## src/rtl/prog_seq_ctr_pkg.sv

```systemverilog
// Shared types and helpers for the program-counter / fetch sequencer.
// The FSM states, the ProgSel width rule and the entry-address mapping live here.
package prog_seq_pkg;

    typedef enum logic [1:0] {
        IDLE   = 2'd0,
        LOAD   = 2'd1,
        RUN    = 2'd2,
        HALTED = 2'd3
    } state_e;

    // A single resident program still needs a 1-bit select port.
    function automatic int psel_width(input int num_progs);
        return (num_progs > 1) ? $clog2(num_progs) : 1;
    endfunction

    localparam int DEF_NUM_PROGS = 4;
    localparam int PSEL_W        = psel_width(DEF_NUM_PROGS);

    function automatic logic [31:0] entry_addr(input int unsigned idx, input int unsigned stride);
        return 32'(idx * stride);
    endfunction

endpackage

```

## src/rtl/prog_seq_ctr_ret_stack.sv

```systemverilog
// Return-address LIFO. Push when full and pop when empty are ignored;
// the top entry is presented combinationally on dout.
module ret_stack #(
    parameter int W     = 10,
    parameter int DEPTH = 4
) (
    input  logic         Clk,
    input  logic         Reset_n,
    input  logic         clr,
    input  logic         push,
    input  logic         pop,
    input  logic [W-1:0] din,
    output logic [W-1:0] dout,
    output logic         full,
    output logic         empty
);

    localparam int SPW = $clog2(DEPTH + 1);

    logic [SPW-1:0] sp;
    logic [W-1:0]   mem [DEPTH];

    assign full  = (sp == SPW'(DEPTH));
    assign empty = (sp == '0);

    always_ff @(posedge Clk or negedge Reset_n) begin
        if (!Reset_n)
            sp <= '0;
        else if (clr)
            sp <= '0;
        else if (push && !full)
            sp <= sp + 1'b1;
        else if (pop && !empty)
            sp <= sp - 1'b1;
    end

    // Storage carries no reset: only entries below sp are ever read.
    always_ff @(posedge Clk) begin
        if (push && !full && !clr) begin
            for (int i = 0; i < DEPTH; i++)
                if (sp == SPW'(i))
                    mem[i] <= din;
        end
    end

    always_comb begin
        dout = '0;
        for (int i = 0; i < DEPTH; i++)
            if (sp == SPW'(i + 1))
                dout = mem[i];
    end

endmodule

```

## src/rtl/prog_seq_ctr.sv

```systemverilog
// Program counter / instruction-fetch sequencer with program select,
// jumps, relative branches and a hardware call/return stack.
module prog_seq_ctr
    import prog_seq_pkg::*;
#(
    parameter int L           = 10,
    parameter int NUM_PROGS   = 4,
    parameter int PROG_STRIDE = 256,
    parameter int STACK_DEPTH = 4
) (
    input  logic                             Clk,
    input  logic                             Reset_n,
    input  logic                             Start,
    input  logic [psel_width(NUM_PROGS)-1:0] ProgSel,
    input  logic                             Stall,
    input  logic                             Jump,
    input  logic                             Branch,
    input  logic                             IsEqual,
    input  logic                             Call,
    input  logic                             Ret,
    input  logic                             Halt,
    input  logic [L-1:0]                     Target,
    output logic [L-1:0]                     ProgCtr,
    output logic                             Running,
    output logic                             Done,
    output logic                             StackErr
);

    if (PROG_STRIDE * (NUM_PROGS - 1) >= 2 ** L) begin : g_bad_cfg
        $error("prog_seq_ctr: last program entry does not fit in L address bits");
    end
    if (STACK_DEPTH < 1) begin : g_bad_depth
        $error("prog_seq_ctr: STACK_DEPTH must be at least 1");
    end

    state_e       state_q, state_d;
    logic [L-1:0] pc_d, pc_inc, entry;
    logic         err_d;
    logic         push, pop, clr;
    logic [L-1:0] stk_top;
    logic         stk_full, stk_empty;

    assign pc_inc = ProgCtr + 1'b1;
    assign entry  = L'(entry_addr(32'(ProgSel), 32'(PROG_STRIDE)));

    ret_stack #(
        .W     (L),
        .DEPTH (STACK_DEPTH)
    ) u_ret_stack (
        .Clk     (Clk),
        .Reset_n (Reset_n),
        .clr     (clr),
        .push    (push),
        .pop     (pop),
        .din     (pc_inc),
        .dout    (stk_top),
        .full    (stk_full),
        .empty   (stk_empty)
    );

    always_ff @(posedge Clk or negedge Reset_n) begin
        if (!Reset_n) begin
            state_q  <= IDLE;
            ProgCtr  <= '0;
            StackErr <= 1'b0;
            Running  <= 1'b0;
            Done     <= 1'b0;
        end else begin
            state_q  <= state_d;
            ProgCtr  <= pc_d;
            StackErr <= err_d;
            Running  <= (state_d == RUN);
            Done     <= (state_d == HALTED);
        end
    end

    // Start overrides everything in every state; each sampled Start reloads the entry.
    always_comb begin
        state_d = state_q;
        pc_d    = ProgCtr;
        err_d   = StackErr;
        push    = 1'b0;
        pop     = 1'b0;
        clr     = 1'b0;
        if (Start) begin
            state_d = LOAD;
            pc_d    = entry;
            err_d   = 1'b0;
            clr     = 1'b1;
        end else begin
            case (state_q)
                IDLE: begin
                end
                LOAD: begin
                    state_d = RUN;
                end
                RUN: begin
                    if (Halt) begin
                        state_d = HALTED;
                    end else if (Stall) begin
                    end else if (Ret) begin
                        if (stk_empty) begin
                            err_d = 1'b1;
                            pc_d  = pc_inc;
                        end else begin
                            pop  = 1'b1;
                            pc_d = stk_top;
                        end
                    end else if (Call) begin
                        pc_d = Target;
                        if (stk_full)
                            err_d = 1'b1;
                        else
                            push = 1'b1;
                    end else if (Jump) begin
                        pc_d = Target;
                    end else if (Branch && IsEqual) begin
                        // Unsigned L-bit add is the two's-complement offset add mod 2**L.
                        pc_d = ProgCtr + Target;
                    end else begin
                        pc_d = pc_inc;
                    end
                end
                HALTED: begin
                end
                default: state_d = IDLE;
            endcase
        end
    end

endmodule

```

## config.mk

```make
export PLATFORM = sky130hd
export DESIGN_NAME = prog_seq_ctr
export DESIGN_NICKNAME = d
export VERILOG_FILES = /design/src/rtl/prog_seq_ctr_pkg.sv /design/src/rtl/prog_seq_ctr_ret_stack.sv /design/src/rtl/prog_seq_ctr.sv
export SDC_FILE = /design/constraint.sdc
export NUM_CORES = 1
export LEC_CHECK = 0
export BUFFER_PORTS_ARGS = -buffer_cell sky130_fd_sc_hd__buf_4
export CORE_UTILIZATION = 55
export DETAILED_ROUTE_END_ITERATION = 8
export PLACE_DENSITY_LB_ADDON = 0.05
export SYNTH_ARGS = -nofsm -noshare
export SYNTH_HDL_FRONTEND = slang
export SYNTH_HIERARCHICAL = 1
export SYNTH_SLANG_ARGS = --single-unit
export TNS_END_PERCENT = 20
```

## constraint.sdc

```tcl
create_clock -name Clk -period 3.6 [get_ports Clk]
set_input_delay 0.36 -clock Clk [delete_from_list [all_inputs] [get_ports Clk]]
set_output_delay 0.36 -clock Clk [all_outputs]
set_load 0.02 [all_outputs]
```

Yosys cells after proc, flatten, opt, wreduce, memory -nomap -nowiden
Memory sizes are Yosys's and may differ from the RTL's.
Index checks and enable logic that the tools add are counted.
{"block": "totals", "ram_bits": 40, "n_memories": 1, "regBits": 18, "elab_cells": 101, "in_bits": 22}
{"memory": "u_ret_stack.mem", "words": 4, "word_bits": 10, "rd": 4, "rd_clocked_by_memory_dff": 0, "write_ports": 1, "line": "prog_seq_ctr_ret_stack.sv:21", "text": "logic [W-1:0] mem [DEPTH];"}
{"block": "classes", "add_sub_neg": 4, "n_reduce_logical": 17, "mux": 62, "n_eq_ne": 11}
{"operator": "$mux 10", "n": 16}
{"operator": "$mux 1", "n": 37}
{"operator": "$reduce_or 10->1", "n": 3}
{"operator": "$add 10x1->10 const B", "n": 1}
{"operator": "$add 10x10->10", "n": 1}
{"operator": "$mux 2", "n": 5}
{"operator": "$mux 3", "n": 3}
{"operator": "$reduce_bool 3->1", "n": 3}
{"operator": "$eq 2x2->1 const B", "n": 3}
{"operator": "$eq 3x2->1 const B", "n": 2}
{"operator": "$reduce_and 6->1", "n": 1}
{"operator": "$logic_and 1x1->1", "n": 4}
{"operator": "$ne 2x2->1 const B", "n": 2}
{"operator": "$pmux 2 s2", "n": 1}
{"operator": "$add 3x1->3 const B", "n": 1}
{"operator": "$eq 3x1->1 const B", "n": 1}
{"operator": "$eq 3x3->1 const B", "n": 1}
{"operator": "$logic_not 1->1", "n": 3}
{"operator": "$logic_not 3->1", "n": 1}
{"operator": "$ne 3x2->1 const B", "n": 1}
{"operator": "$reduce_and 3->1", "n": 1}
{"operator": "$sub 3x1->3 const B", "n": 1}
{"operator": "$eq 2x1->1 const B", "n": 1}
{"operator": "$reduce_bool 2->1", "n": 1}

Logic depth before layout (Yosys ltp)
{"block": "depth", "word_depth": 16, "depth_mapped": 13, "depth_no_buf": 11}

Hierarchy
The synthesis kept the hierarchy.
{"mod": "ret_stack", "seq_area_each_um2": 1276.2, "area_per_inst_um2": 1923.1, "cells_per_inst": 163, "instances": 1}
{"mod": "prog_seq_ctr", "seq_area_each_um2": 375.4, "area_per_inst_um2": 1620.3, "cells_per_inst": 202, "instances": 1}

Least setup slack after synthesis
No wires, ideal clock.
{"block": "synth_path", "path_kind": "reg2reg", "startpoint": "reg u_ret_stack.sp[1]", "endpoint": "mem u_ret_stack.mem[3][0] (enable)", "arrival_ns": 2.640, "slack_ns": 0.556, "stages_incl_launch_ff": 9, "synth_period_minus_slack_ns": 3.044, "path_cell_list": "dfrtp_1 inv_1 ha_1 buf_2 and2_4 buf_2 and4b_1 buf_2 nor4bb_1"}
{"block": "synth_via", "elab_chain_len": 16, "word_cells_on_any_way": 36, "classes_between": "4 x eq/ne; 25 x mux; 7 x reduce/logical"}
{"element": "from (decl)", "line": "prog_seq_ctr_ret_stack.sv:20", "text": "logic [SPW-1:0] sp;"}
{"element": "from (signal assigned)", "line": "prog_seq_ctr_ret_stack.sv:32", "text": "sp <= sp + 1'b1;"}
{"element": "from (signal assigned)", "line": "prog_seq_ctr_ret_stack.sv:34", "text": "sp <= sp - 1'b1;"}
{"element": "$eq 3x3->1 *", "line": "prog_seq_ctr_ret_stack.sv:23", "text": "assign full = (sp == SPW'(DEPTH));"}
{"element": "via stk_full", "line": "prog_seq_ctr.sv:41", "text": "logic stk_full, stk_empty;"}
{"element": "$mux 1 *", "line": "prog_seq_ctr.sv:111", "text": "if (stk_full)"}
{"element": "$mux 1 *", "line": "prog_seq_ctr.sv:109", "text": "end else if (Call) begin"}
{"element": "$mux 1 *", "line": "prog_seq_ctr.sv:101", "text": "end else if (Ret) begin"}
{"element": "$mux 1 *", "line": "prog_seq_ctr.sv:100", "text": "end else if (Stall) begin"}
{"element": "$mux 1 *", "line": "prog_seq_ctr.sv:98", "text": "if (Halt) begin"}
{"element": "$mux 1 *", "line": "prog_seq_ctr.sv:91", "text": "case (state_q)"}
{"element": "$mux 1 *", "line": "prog_seq_ctr.sv:85", "text": "if (Start) begin"}
{"element": "via push", "line": "prog_seq_ctr.sv:39", "text": "logic push, pop, clr;"}
{"element": "$logic_and 1x1->1 * (2 in series)", "line": "prog_seq_ctr_ret_stack.sv:39", "text": "if (push && !full && !clr) begin"}
{"element": "$mux 1", "line": "prog_seq_ctr_ret_stack.sv:39"}
{"element": "$mux 1 (not written as such)", "line": "prog_seq_ctr_ret_stack.sv:42", "text": "mem[i] <= din;"}
{"element": "$reduce_or 10->1 (no line)"}
{"element": "$mux 2 (no line) / $mux 1 (equally long branches) (3 in series)"}
{"element": "to (decl)", "line": "prog_seq_ctr_ret_stack.sv:21"}
The timed path passes the listed nets; every way through them passes the cells marked *.

Final worst setup path
{"block": "layout_path", "startpoint": "reg u_ret_stack.sp[1]", "endpoint": "mem u_ret_stack.mem[1][5] (enable)"}
Same word-level chain as after synthesis.

==> flow_summary.ini <==
[die]
die_area_um2 = 6770
start_util_pct = 58.5
die_x_um = 82.3
die_y_um = 82.3
io_pins = 35
core_um2 = 6060
placementRows = 28

[global_routing]
antenna_found_initial = 0
grt_pass1_vias = 2700
grt_overflow = 0
grt_usage_pct = 26.6
grt_max_degree = 22
grt_pass1_wl_mm = 13.0

[timing]
fmax_ghz = 0.342
setup_tns_ns = 0
slew_headroom_pct = 51.5
setup_viol = 0
period_share_pct = 81.1
tightest_slew_ns = 0.722
period_needed_ns = 2.92
drv_slew = 0
fin_skew_ns = 0.0109
finalHoldViolCount = 0
rsz0062_at_grt = false

[yosys]
synthArstFlopShare_pct = 31.0
synth_area_per_cell_um2 = 9.71
yosys.area_share.simple_pct = 17.7
postSynthCellCount = 365
synth_nets = 406
synthAdderAreaFrac_pct = 6.92
synth.cell_area_um2 = 3540
synth_xor_xnor_area_share_pct = 2.97
yosysSeqAreaShare_pct = 46.6
synthMuxAreaShare_pct = 1.17
synth_edf_count = 40
synth_cell_type_count = 56
synth_flop_cell = edfxtp_1
ys_warn_count = 6
synth-seq-cells = 58
synth_top_family_by_area = compound AO/OA/AOI/OAI gates
synth_compound_gate_area_share_pct = 20.0

[drt]
drt_wl_total_mm = 8.20
wl_per_cell_um = 17.3
post_drt_via_cell_ratio = 6.03
ant_nets = 0
drtIter0Drc = 238
vias = 2854
drtPass1Iterations = 5
drc = 0

[placement]
place.gp.congestion = 0.863
io_buffer_count = 34
dp_cells = 456
dp.final_hpwl_mm = 6.00

[layout]
syn_to_final_growth_pct = 13.5
layout_commonest_cell = a21oi_1
final_nets = 434
drive_gt1_share_pct = 15.6
mostFrequentLayoutCells = a21oi_1 (52), nand2_1 (40), edfxtp_1 (40), buf_4 (37), nor2_1 (36)
diodes = 0
fin_cells = 473
fillers = 508

[clock_tree]
cts_hold_buf = 1
cts_tree = built
cts_setup_buffers = 0
cts_buffers = 9
htree_num_levels = 3
clkLatencyLatePin_ns = 0.33
clkTransAtPathRegs_ns = 0.07
cts_root_buf = clkbuf_8
cts.sinks = 58
clk_path_buf_depth = 2
cts-resized-gates = 0

[critical_path]
cp.required_ns = 3.57
path_cells = inv_1 > ha_1 > and2_4 > and4b_1 > nor3b_1 > and2_1
crit_path_top_delay_cell = and2_1
critPathCaptureType = flip-flop
crit_arrival_ns = 2.90
critPathMaxStageDelay_ns = 0.49
worst-path-max-fanout = 18
startpoint_type = flip-flop
crit_type = flip-flop to flip-flop

[hold_path]
hold_class = primary input to flip-flop

[power]
peakVddDrop_mv = 0.292
power_leakage_nw = 1.53
power.density_nw_per_um2 = 459
power_mw = 1.85

[status]
status = finished, final reports clean

[run]
maxCapViolations = 0
[Yosys cell counts, drive strengths merged (2+ instances only)]
master / n / area [um^2]
nor2: 36 / 135
or2b: 2 / 15.0
o211ai: 8 / 60.1
nand2: 40 / 150
nor2b: 6 / 37.5
o22ai: 4 / 25.0
clkbuf: 8 / 30.0
nand3: 6 / 30.0
mux2i: 3 / 30.0
dfrtp: 18 / 450
nand3b: 2 / 15.0
a21oi: 52 / 260
a211oi: 6 / 45.0
a222oi: 2 / 20.0
o311ai: 2 / 17.5
xor2: 4 / 35.0
and3: 2 / 13.8
nor3: 4 / 20.0
edfxtp: 40 / 1200
nor3b: 4 / 35.0
o21a: 2 / 15.0
inv: 12 / 45.0
a221oi: 5 / 43.8
xnor2: 8 / 70.1
a21o: 2 / 15.0
o21ai: 20 / 100
a221o: 2 / 20.0
o31ai: 2 / 15.0
o31a: 2 / 18.8
buf: 13 / 91.3
ha: 18 / 225
nand2b: 3 / 18.8
and4: 2 / 20.0
or2: 4 / 25.0
and2: 7 / 46.3
[layout make-up]
class	instances	area (um^2)	share of cell area, %
Multi-Input combinational cell	274	1730	43.1
Sequential cell	58	1650	41.1
Timing Repair Buffer	38	288	7.16
Clock buffer	11	131	3.27
Tap cell	75	93.8	2.33
Clock inverter	5	80.1	1.99
Inverter	12	45.0	1.12
[final timing paths]
| check | cells past startpoint | from | slack (ns) | to |
|---|---|---|---|---|
| min in group asynchronous | 2 | Reset_n | 0.44 | u_ret_stack/sp[2] |
| max reg2reg | 6 | u_ret_stack/sp[1] | 0.68 | u_ret_stack/mem[1][5] |
| max | 6 | u_ret_stack/sp[1] | 0.68 | u_ret_stack/mem[1][5] |
| min reg2reg | 2 | StackErr | 0.50 | StackErr |
| max in group asynchronous | 2 | Reset_n | 2.93 | ProgCtr[3] |
| min | 2 | Start | 0.33 | StackErr |
[registers in the layout, indices dropped and copies added, names as in the netlist]
name             flops
Done                 1
ProgCtr             10
Running              1
StackErr             1
state_q              2
u_ret_stack/mem     40
u_ret_stack/sp       3
[critical path: cells and delay by family, from the launching register on]
kind	cells	cell delay, ns
adders and majority gates	1	0.40
DFF	1	0.41
buffers and inverters	1	0.12
and+or+nand+nor	4	1.62
[power breakdown]
| group | switching [mW] | total (mW) | internal [mW] | leakage [nW] |
|---|---|---|---|---|
| Combinational | 0.232 | 0.393 | 0.161 | 0.848 |
| Clock | 0.258 | 0.646 | 0.389 | 0.101 |
| Sequential | 0.0432 | 0.808 | 0.765 | 0.585 |
[logic make-up (layout without fill, tap and decap cells)]
logic type,Yosys count,after routing
buf+inv,33,66
simple gates,124,124
xor+xnor,12,12
compound gates,115,115
fa+ha+maj,19,19
flops,58,58
mux,4,4
[layer usage]
| metal | part of all wire, % | wire length [um] | track usage (%) |
|---|---|---|---|
| met5 | 0 | 0 | 0 |
| met4 | 1.7 | 140 | 7.19 |
| met3 | 6.1 | 503 | 5.05 |
| met2 | 48 | 3910 | 43.2 |
| met1 | 44 | 3650 | 36.4 |
[stage by stage]
stage               util, %  cell area (um^2)  worst slack (ns)  hold WS, ns
floorplan                 -              3540             0.556       0.0644
global placement       62.7              3800             0.841        0.248
detailed placement     62.7              3800             0.737        0.256
CTS                    66.4              4020             0.725        0.323
global route           66.4              4020             0.499        0.337
finish                 66.4              4020             0.679        0.326
No activity file was read; power rests on OpenSTA's default activity.
